===== src/rtl/nes_mem_pkg.sv =====
// Shared definitions for the NES memory subsystem: slot owner encoding,
// slot phase marker and requester address width.
package nes_mem_pkg;

  localparam int         NES_ADDR_W     = 22;
  localparam logic [1:0] SLOT_END_PHASE = 2'd3;

  typedef enum logic [1:0] {
    IDLE   = 2'd0,
    CPU    = 2'd1,
    LOADER = 2'd2,
    BACKUP = 2'd3
  } owner_t;

endpackage


===== src/rtl/porta_slot_timer.sv =====
// Slot boundary strobes derived from the NES phase counter: o_slot_end marks the
// last cycle of a slot, o_slot_start the first cycle of the following one.
module porta_slot_timer
  import nes_mem_pkg::*;
(
  input  logic       i_clk,
  input  logic       i_rst_n,
  input  logic [1:0] i_nes_ce,
  output logic       o_slot_end,
  output logic       o_slot_start
);

  logic r_start;

  assign o_slot_end   = (i_nes_ce == SLOT_END_PHASE);
  assign o_slot_start = r_start;

  always_ff @(posedge i_clk or negedge i_rst_n) begin
    if (!i_rst_n) r_start <= 1'b0;
    else          r_start <= o_slot_end;
  end

endmodule


===== src/rtl/sdram_porta_arbiter.sv =====
// SDRAM port A owner: grants 4-cycle slots to the CPU, the loader holding
// register or the battery-RAM backup port, and muxes the port accordingly.
module sdram_porta_arbiter
  import nes_mem_pkg::*;
#(
  parameter int ADDR_W      = 25,
  parameter bit LOADER_PRIO = 1'b0
) (
  input  logic                  clk,
  input  logic                  reset_n,
  input  logic [1:0]            nes_ce,
  input  logic                  nes_running,
  input  logic [NES_ADDR_W-1:0] cpu_addr,
  input  logic                  cpu_rd,
  input  logic                  cpu_wr,
  input  logic [7:0]            cpu_dout,
  output logic [7:0]            cpu_din,
  input  logic                  ld_wr,
  input  logic [NES_ADDR_W-1:0] ld_addr,
  input  logic [7:0]            ld_data,
  output logic                  ld_full,
  output logic                  ld_overrun,
  input  logic                  bk_req,
  input  logic                  bk_we,
  input  logic [NES_ADDR_W-1:0] bk_addr,
  input  logic [7:0]            bk_din,
  output logic [7:0]            bk_dout,
  output logic                  bk_ack,
  output logic [ADDR_W-1:0]     mem_addr,
  output logic                  mem_we,
  output logic                  mem_oe,
  output logic [7:0]            mem_din,
  input  logic [7:0]            mem_dout,
  output logic [1:0]            owner
);

  localparam int PAD_W = ADDR_W - NES_ADDR_W;

  logic                  w_slot_end;
  logic                  w_slot_start;
  owner_t                r_owner;
  owner_t                w_next_owner;
  logic                  r_rr_bk;
  logic                  w_flip;
  logic                  r_ld_full;
  logic                  r_ld_overrun;
  logic [NES_ADDR_W-1:0] r_ld_addr;
  logic [7:0]            r_ld_data;
  logic [NES_ADDR_W-1:0] r_bk_addr;
  logic [7:0]            r_bk_din;
  logic                  r_bk_we;
  logic                  r_bk_ack;
  logic [7:0]            r_bk_dout;
  logic [ADDR_W-1:0]     r_addr_hold;
  logic [7:0]            r_din_hold;
  logic                  w_ld_clear;
  logic                  w_ld_take;
  logic                  w_ld_pend;
  logic                  w_bk_pend;
  logic [ADDR_W-1:0]     w_mem_addr;
  logic [7:0]            w_mem_din;
  logic                  w_mem_we;
  logic                  w_mem_oe;

  porta_slot_timer u_slot_timer (
    .i_clk        (clk),
    .i_rst_n      (reset_n),
    .i_nes_ce     (nes_ce),
    .o_slot_end   (w_slot_end),
    .o_slot_start (w_slot_start)
  );

  // A request being served in the slot that is ending is not pending for the next one.
  assign w_ld_clear = w_slot_end && (r_owner == LOADER);
  assign w_ld_take  = ld_wr && (!r_ld_full || w_ld_clear);
  assign w_ld_pend  = r_ld_full && !w_ld_clear;
  assign w_bk_pend  = bk_req && (r_owner != BACKUP);

  always_comb begin
    w_next_owner = IDLE;
    w_flip       = 1'b0;
    if (nes_running) begin
      w_next_owner = CPU;
    end else if (w_ld_pend && w_bk_pend) begin
      if (LOADER_PRIO) begin
        w_next_owner = LOADER;
      end else begin
        w_next_owner = r_rr_bk ? BACKUP : LOADER;
        w_flip       = 1'b1;
      end
    end else if (w_ld_pend) begin
      w_next_owner = LOADER;
    end else if (w_bk_pend) begin
      w_next_owner = BACKUP;
    end
  end

  always_ff @(posedge clk or negedge reset_n) begin
    if (!reset_n) begin
      r_owner      <= IDLE;
      r_rr_bk      <= 1'b0;
      r_ld_full    <= 1'b0;
      r_ld_overrun <= 1'b0;
      r_bk_ack     <= 1'b0;
      r_bk_dout    <= 8'h00;
      r_addr_hold  <= '0;
      r_din_hold   <= 8'h00;
    end else begin
      if (w_slot_end) begin
        r_owner <= w_next_owner;
        if (w_flip) r_rr_bk <= ~r_rr_bk;
      end
      if (w_ld_take)       r_ld_full <= 1'b1;
      else if (w_ld_clear) r_ld_full <= 1'b0;
      if (ld_wr && !w_ld_take) r_ld_overrun <= 1'b1;
      if (w_slot_end && (r_owner == BACKUP)) begin
        r_bk_ack <= 1'b1;
        if (!r_bk_we) r_bk_dout <= mem_dout;
      end else if (w_slot_start) begin
        r_bk_ack <= 1'b0;
      end
      // Remember the last driven address/data so an idle port stays quiet.
      if (r_owner != IDLE) begin
        r_addr_hold <= w_mem_addr;
        r_din_hold  <= w_mem_din;
      end
    end
  end

  always_ff @(posedge clk) begin
    if (w_ld_take) begin
      r_ld_addr <= ld_addr;
      r_ld_data <= ld_data;
    end
    if (w_slot_end && (w_next_owner == BACKUP)) begin
      r_bk_addr <= bk_addr;
      r_bk_din  <= bk_din;
      r_bk_we   <= bk_we;
    end
  end

  always_comb begin
    w_mem_addr = r_addr_hold;
    w_mem_din  = r_din_hold;
    w_mem_we   = 1'b0;
    w_mem_oe   = 1'b0;
    case (r_owner)
      CPU: begin
        w_mem_addr = {{PAD_W{1'b0}}, cpu_addr};
        w_mem_din  = cpu_dout;
        w_mem_we   = cpu_wr;
        w_mem_oe   = cpu_rd;
      end
      LOADER: begin
        w_mem_addr = {{PAD_W{1'b0}}, r_ld_addr};
        w_mem_din  = r_ld_data;
        w_mem_we   = 1'b1;
      end
      BACKUP: begin
        w_mem_addr = {{PAD_W{1'b0}}, r_bk_addr};
        w_mem_din  = r_bk_din;
        w_mem_we   = r_bk_we;
        w_mem_oe   = ~r_bk_we;
      end
      IDLE: ;
      default: ;
    endcase
  end

  assign mem_addr   = w_mem_addr;
  assign mem_din    = w_mem_din;
  assign mem_we     = w_mem_we;
  assign mem_oe     = w_mem_oe;
  assign cpu_din    = mem_dout;
  assign ld_full    = r_ld_full;
  assign ld_overrun = r_ld_overrun;
  assign bk_ack     = r_bk_ack;
  assign bk_dout    = r_bk_dout;
  assign owner      = r_owner;

endmodule


===== config.mk =====
export PLATFORM = sky130hd
export DESIGN_NAME = sdram_porta_arbiter
export DESIGN_NICKNAME = d
export VERILOG_FILES = /design/src/rtl/nes_mem_pkg.sv /design/src/rtl/porta_slot_timer.sv /design/src/rtl/sdram_porta_arbiter.sv
export SDC_FILE = /design/constraint.sdc
export NUM_CORES = 1
export LEC_CHECK = 0
export BUFFER_PORTS_ARGS = -buffer_cell sky130_fd_sc_hd__buf_2
export CAP_MARGIN = 20
export CORE_UTILIZATION = 54
export DETAILED_ROUTE_END_ITERATION = 10
export PLACE_DENSITY = 0.85
export SYNTH_ARGS = -nofsm -noshare
export SYNTH_HDL_FRONTEND = slang
export SYNTH_SLANG_ARGS = --single-unit

===== constraint.sdc =====
create_clock -name clk -period 5 [get_ports clk]
set_input_delay 0.75 -clock clk [delete_from_list [all_inputs] [get_ports clk]]
set_output_delay 0.75 -clock clk [all_outputs]
set_load 0.01 [all_outputs]

==> impl_metrics.env <==
export IMPL_drt_pre_antenna_iters=4
export IMPL_period_minus_slack_ns=3.33
export IMPL_fin_nets=497
export IMPL_ctsLongestPathBuffers=2
export IMPL_reg2reg_slack_ns=2.45
export IMPL_cellPowerDensity_nw_per_um2=361
export IMPL_tns_ns=0
export IMPL_grt_usage_pct=20.0
export IMPL_critPathLaunchType="register"
export IMPL_cts_tree="yes"
export IMPL_routedWlPerCell_um=18.4
export IMPL_wl_mm=9.23
export IMPL_gp_congestion=0.750
export IMPL_drc_errors=0
export IMPL_hold_violations=0
export IMPL_fp_row_count=34
export IMPL_cpMaxStageDelayCell="dfrtp_4"
export IMPL_synth_top_family_by_area="multiplexers"
export IMPL_max_clock_freq_ghz=0.301
export IMPL_critical_path_arrival_ns=2.58
export IMPL_grt_pass1_vias=2952
export IMPL_start_util_pct=55.9
export IMPL_worstMarginPinSlew_ns=1.02
export IMPL_post_cts_setup_buffers=0
export IMPL_p_comb_share_pct=23.0
export IMPL_root_buffer="clkbuf_8"
export IMPL_synth_compound_gate_area_share_pct=1.38
export IMPL_cts_resized_gates=0
export IMPL_die_w_um=97.2
export IMPL_core_um2=8760
export IMPL_slew_headroom_pct=32.0
export IMPL_hold_class="register to register"
export IMPL_status="finished, final reports clean"
export IMPL_period_share_pct=66.5
export IMPL_dp_hpwl_mm=6.63
export IMPL_ys_ff_latch=109
export IMPL_crit_chain="buf_4 > mux4_2 > buf_2"
export IMPL_power_w=0.00212
export IMPL_clk_pin_slew_ns=0.10
export IMPL_power_switching_w=0.000576
export IMPL_seq_area_frac_synth_pct=61.9
export IMPL_max_cap_violations=0
export IMPL_rsz0062_at_grt="no"
export IMPL_syn_num_nets=344
export IMPL_areaGrowthSynthToFinish_pct=19.9
export IMPL_ctsHoldBuffers=0
export IMPL_ir_drop_v=0.000190
export IMPL_grt_antenna_before_repair=1
export IMPL_setup_violations_final=0
export IMPL_ys_warnings_count=0
export IMPL_power_internal_w=0.00154
export IMPL_drt_antenna_violating_nets=0
export IMPL_clock_latency_ns=0.36
export IMPL_pin_count=164
export IMPL_critPathMaxStageDelay_ns=1.09
export IMPL_synth_simple_gate_area_share_pct=2.55
export IMPL_numCtsBuffers=9
export IMPL_synth_area_per_cell_um2=20.8
export IMPL_grt_max_degree=61
export IMPL_dieArea_um2=9450
export IMPL_skew_ns=0.0108
export IMPL_p_leak_nw=2.40
export IMPL_synth_cells=236
export IMPL_cp_required_ns=4.25
export IMPL_port_buffers=163
export IMPL_grt_pass1_wl_mm=14.3
export IMPL_num_vias=2847
export IMPL_die_h_um=97.2
export IMPL_critPathCaptureType="output pin"
export IMPL_drive_gt1_share_pct=65.2
export IMPL_power_frac_seq_pct=54.6
export IMPL_final_util_pct=67.0
export IMPL_crit_fanout=60
export IMPL_grt_overflow_total=0
export IMPL_ys_types=28
export IMPL_crit_type="register to output pin"
export IMPL_swShare_pct=27.2
export IMPL_netlist_area_um2=4900
export IMPL_p_clk_share_pct=22.4
export IMPL_htreeDepth=3
export IMPL_initialDrtViolationCount=83
export IMPL_synthMuxAreaShare_pct=29.8
export IMPL_clkSinkCount=109
export IMPL_slew_violations=0
export IMPL_whs_ns=0.437
export IMPL_synthAdderAreaFrac_pct=0
export IMPL_viasPerCell=5.66
export IMPL_synth_xor_area_share_pct=0.179
## placed cells by master, fill, tap and decap left out, types with 2 or more instances in the layout
| master | netlist | final |
|---|---|---|
| buf_2 | 9 | 163 |
| edfxtp_1 | 61 | 61 |
| mux4_2 | 60 | 60 |
| dfrtp_1 | 48 | 46 |
| clkbuf_8 | 0 | 9 |
| mux2_2 | 8 | 8 |
| and2_1 | 7 | 6 |
| inv_1 | 4 | 4 |
| nand2_1 | 3 | 3 |
| buf_4 | 12 | 3 |
| nor2_1 | 2 | 2 |
| mux2i_1 | 2 | 2 |
| nand4b_1 | 2 | 2 |
| o21ai_0 | 2 | 2 |
| clkinv_2 | 0 | 2 |
| clkinv_4 | 0 | 2 |
| clkinvlp_4 | 0 | 2 |
## flip-flops by register name, indices dropped and copies added, names as in the netlist
name                       count
r_bk_din                       8
ld_overrun                     1
u_slot_timer.o_slot_start      1
r_bk_we                        1
ld_full                        1
r_ld_data                      8
r_rr_bk                        1
r_addr_hold                   25
bk_dout                        8
bk_ack                         1
r_din_hold                     8
owner                          2
r_ld_addr                     22
r_bk_addr                     22
## cell families after synthesis
family / Yosys count
simple gates: 19
compound gates: 9
xor+xnor: 1
flops: 109
buf+inv: 28
mux: 70
## cell type report
type / instances / area (um^2)
sequential: 109 / 3040
fill: 614 / 2890
multi-input combinational: 99 / 1670
timing repair buffer: 166 / 838
tap: 108 / 135
clock buffer: 9 / 124
clock inverter: 7 / 51.3
inverter: 4 / 15.0
antenna: 1 / 2.50
## worst max-delay path, delay by kind of cell, from the launching register on
kind                   cells  cell delay (ns)
buffers and inverters      2             0.53
multiplexers               1             0.52
flip-flops                 1             1.09
## stage by stage
step / std cells / worst slack (ns) / instance area [um^2]
after global placement: 486 / 2.08 / 5690
after global routing: 502 / 1.45 / 5870
after detailed placement: 486 / 2.03 / 5690
after floorplan: 236 / 2.76 / 4900
after CTS: 502 / 1.61 / 5870
final: 503 / 1.67 / 5870
## worst paths after layout
path | startpoint | endpoint | cells after the start
hold reg to reg | u_slot_timer.o_slot_start | bk_ack | 1
min in group asynchronous | reset_n | r_din_hold[5] | 2
max in group asynchronous | reset_n | owner[0] | 2
setup reg to reg | owner[1] | r_bk_addr[13] | 3
setup / recovery | owner[0] | mem_addr[0] | 3
hold / removal | u_slot_timer.o_slot_start | bk_ack | 1
## synthesized netlist by cell type
master	number	area (um^2)
a21oi_1	1	5.00
a22o_1	1	8.76
a2bb2oi_1	1	8.76
a31o_2	1	8.76
a31oi_1	1	6.26
and2_1	7	43.8
and3b_1	1	8.76
buf_12	2	40.0
buf_2	9	45.0
buf_4	12	90.1
buf_6	1	11.3
dfrtp_1	48	1200
edfxtp_1	61	1830
inv_1	4	15.0
mux2_2	8	90.1
mux2i_1	2	20.0
mux4_2	60	1350
nand2_1	3	11.3
nand2b_1	1	6.26
nand4_2	1	12.5
nand4b_1	2	17.5
nor2_1	2	7.51
nor2_4	1	11.3
nor2b_1	1	6.26
o2111a_1	1	11.3
o21ai_0	2	10.0
o311ai_0	1	8.76
xnor2_1	1	8.76
## routing by layer
| metal | global-route usage, % | part of all wire [%] | vias to the layer above |
|---|---|---|---|
| met3 | 5.47 | 8.0 | 7 |
| met1 | 24.8 | 39 | 1430 |
| li1 | - | - | 1274 |
| met5 | 0 | 0 | - |
| met4 | 5.77 | 0.87 | 0 |
| met2 | 34.9 | 53 | 136 |
## power groups by stage
stage / clock [W] / sequential, W / combinational, W
floorplan: 0 / 0.00112 / 0.000392
global placement: 0 / 0.00117 / 0.000477
detailed placement: 0 / 0.00118 / 0.000493
CTS: 0.000489 / 0.00116 / 0.000494
global route: 0.000514 / 0.00118 / 0.000519
finish: 0.000474 / 0.00116 / 0.000487
(Power assumes the default switching activity.)
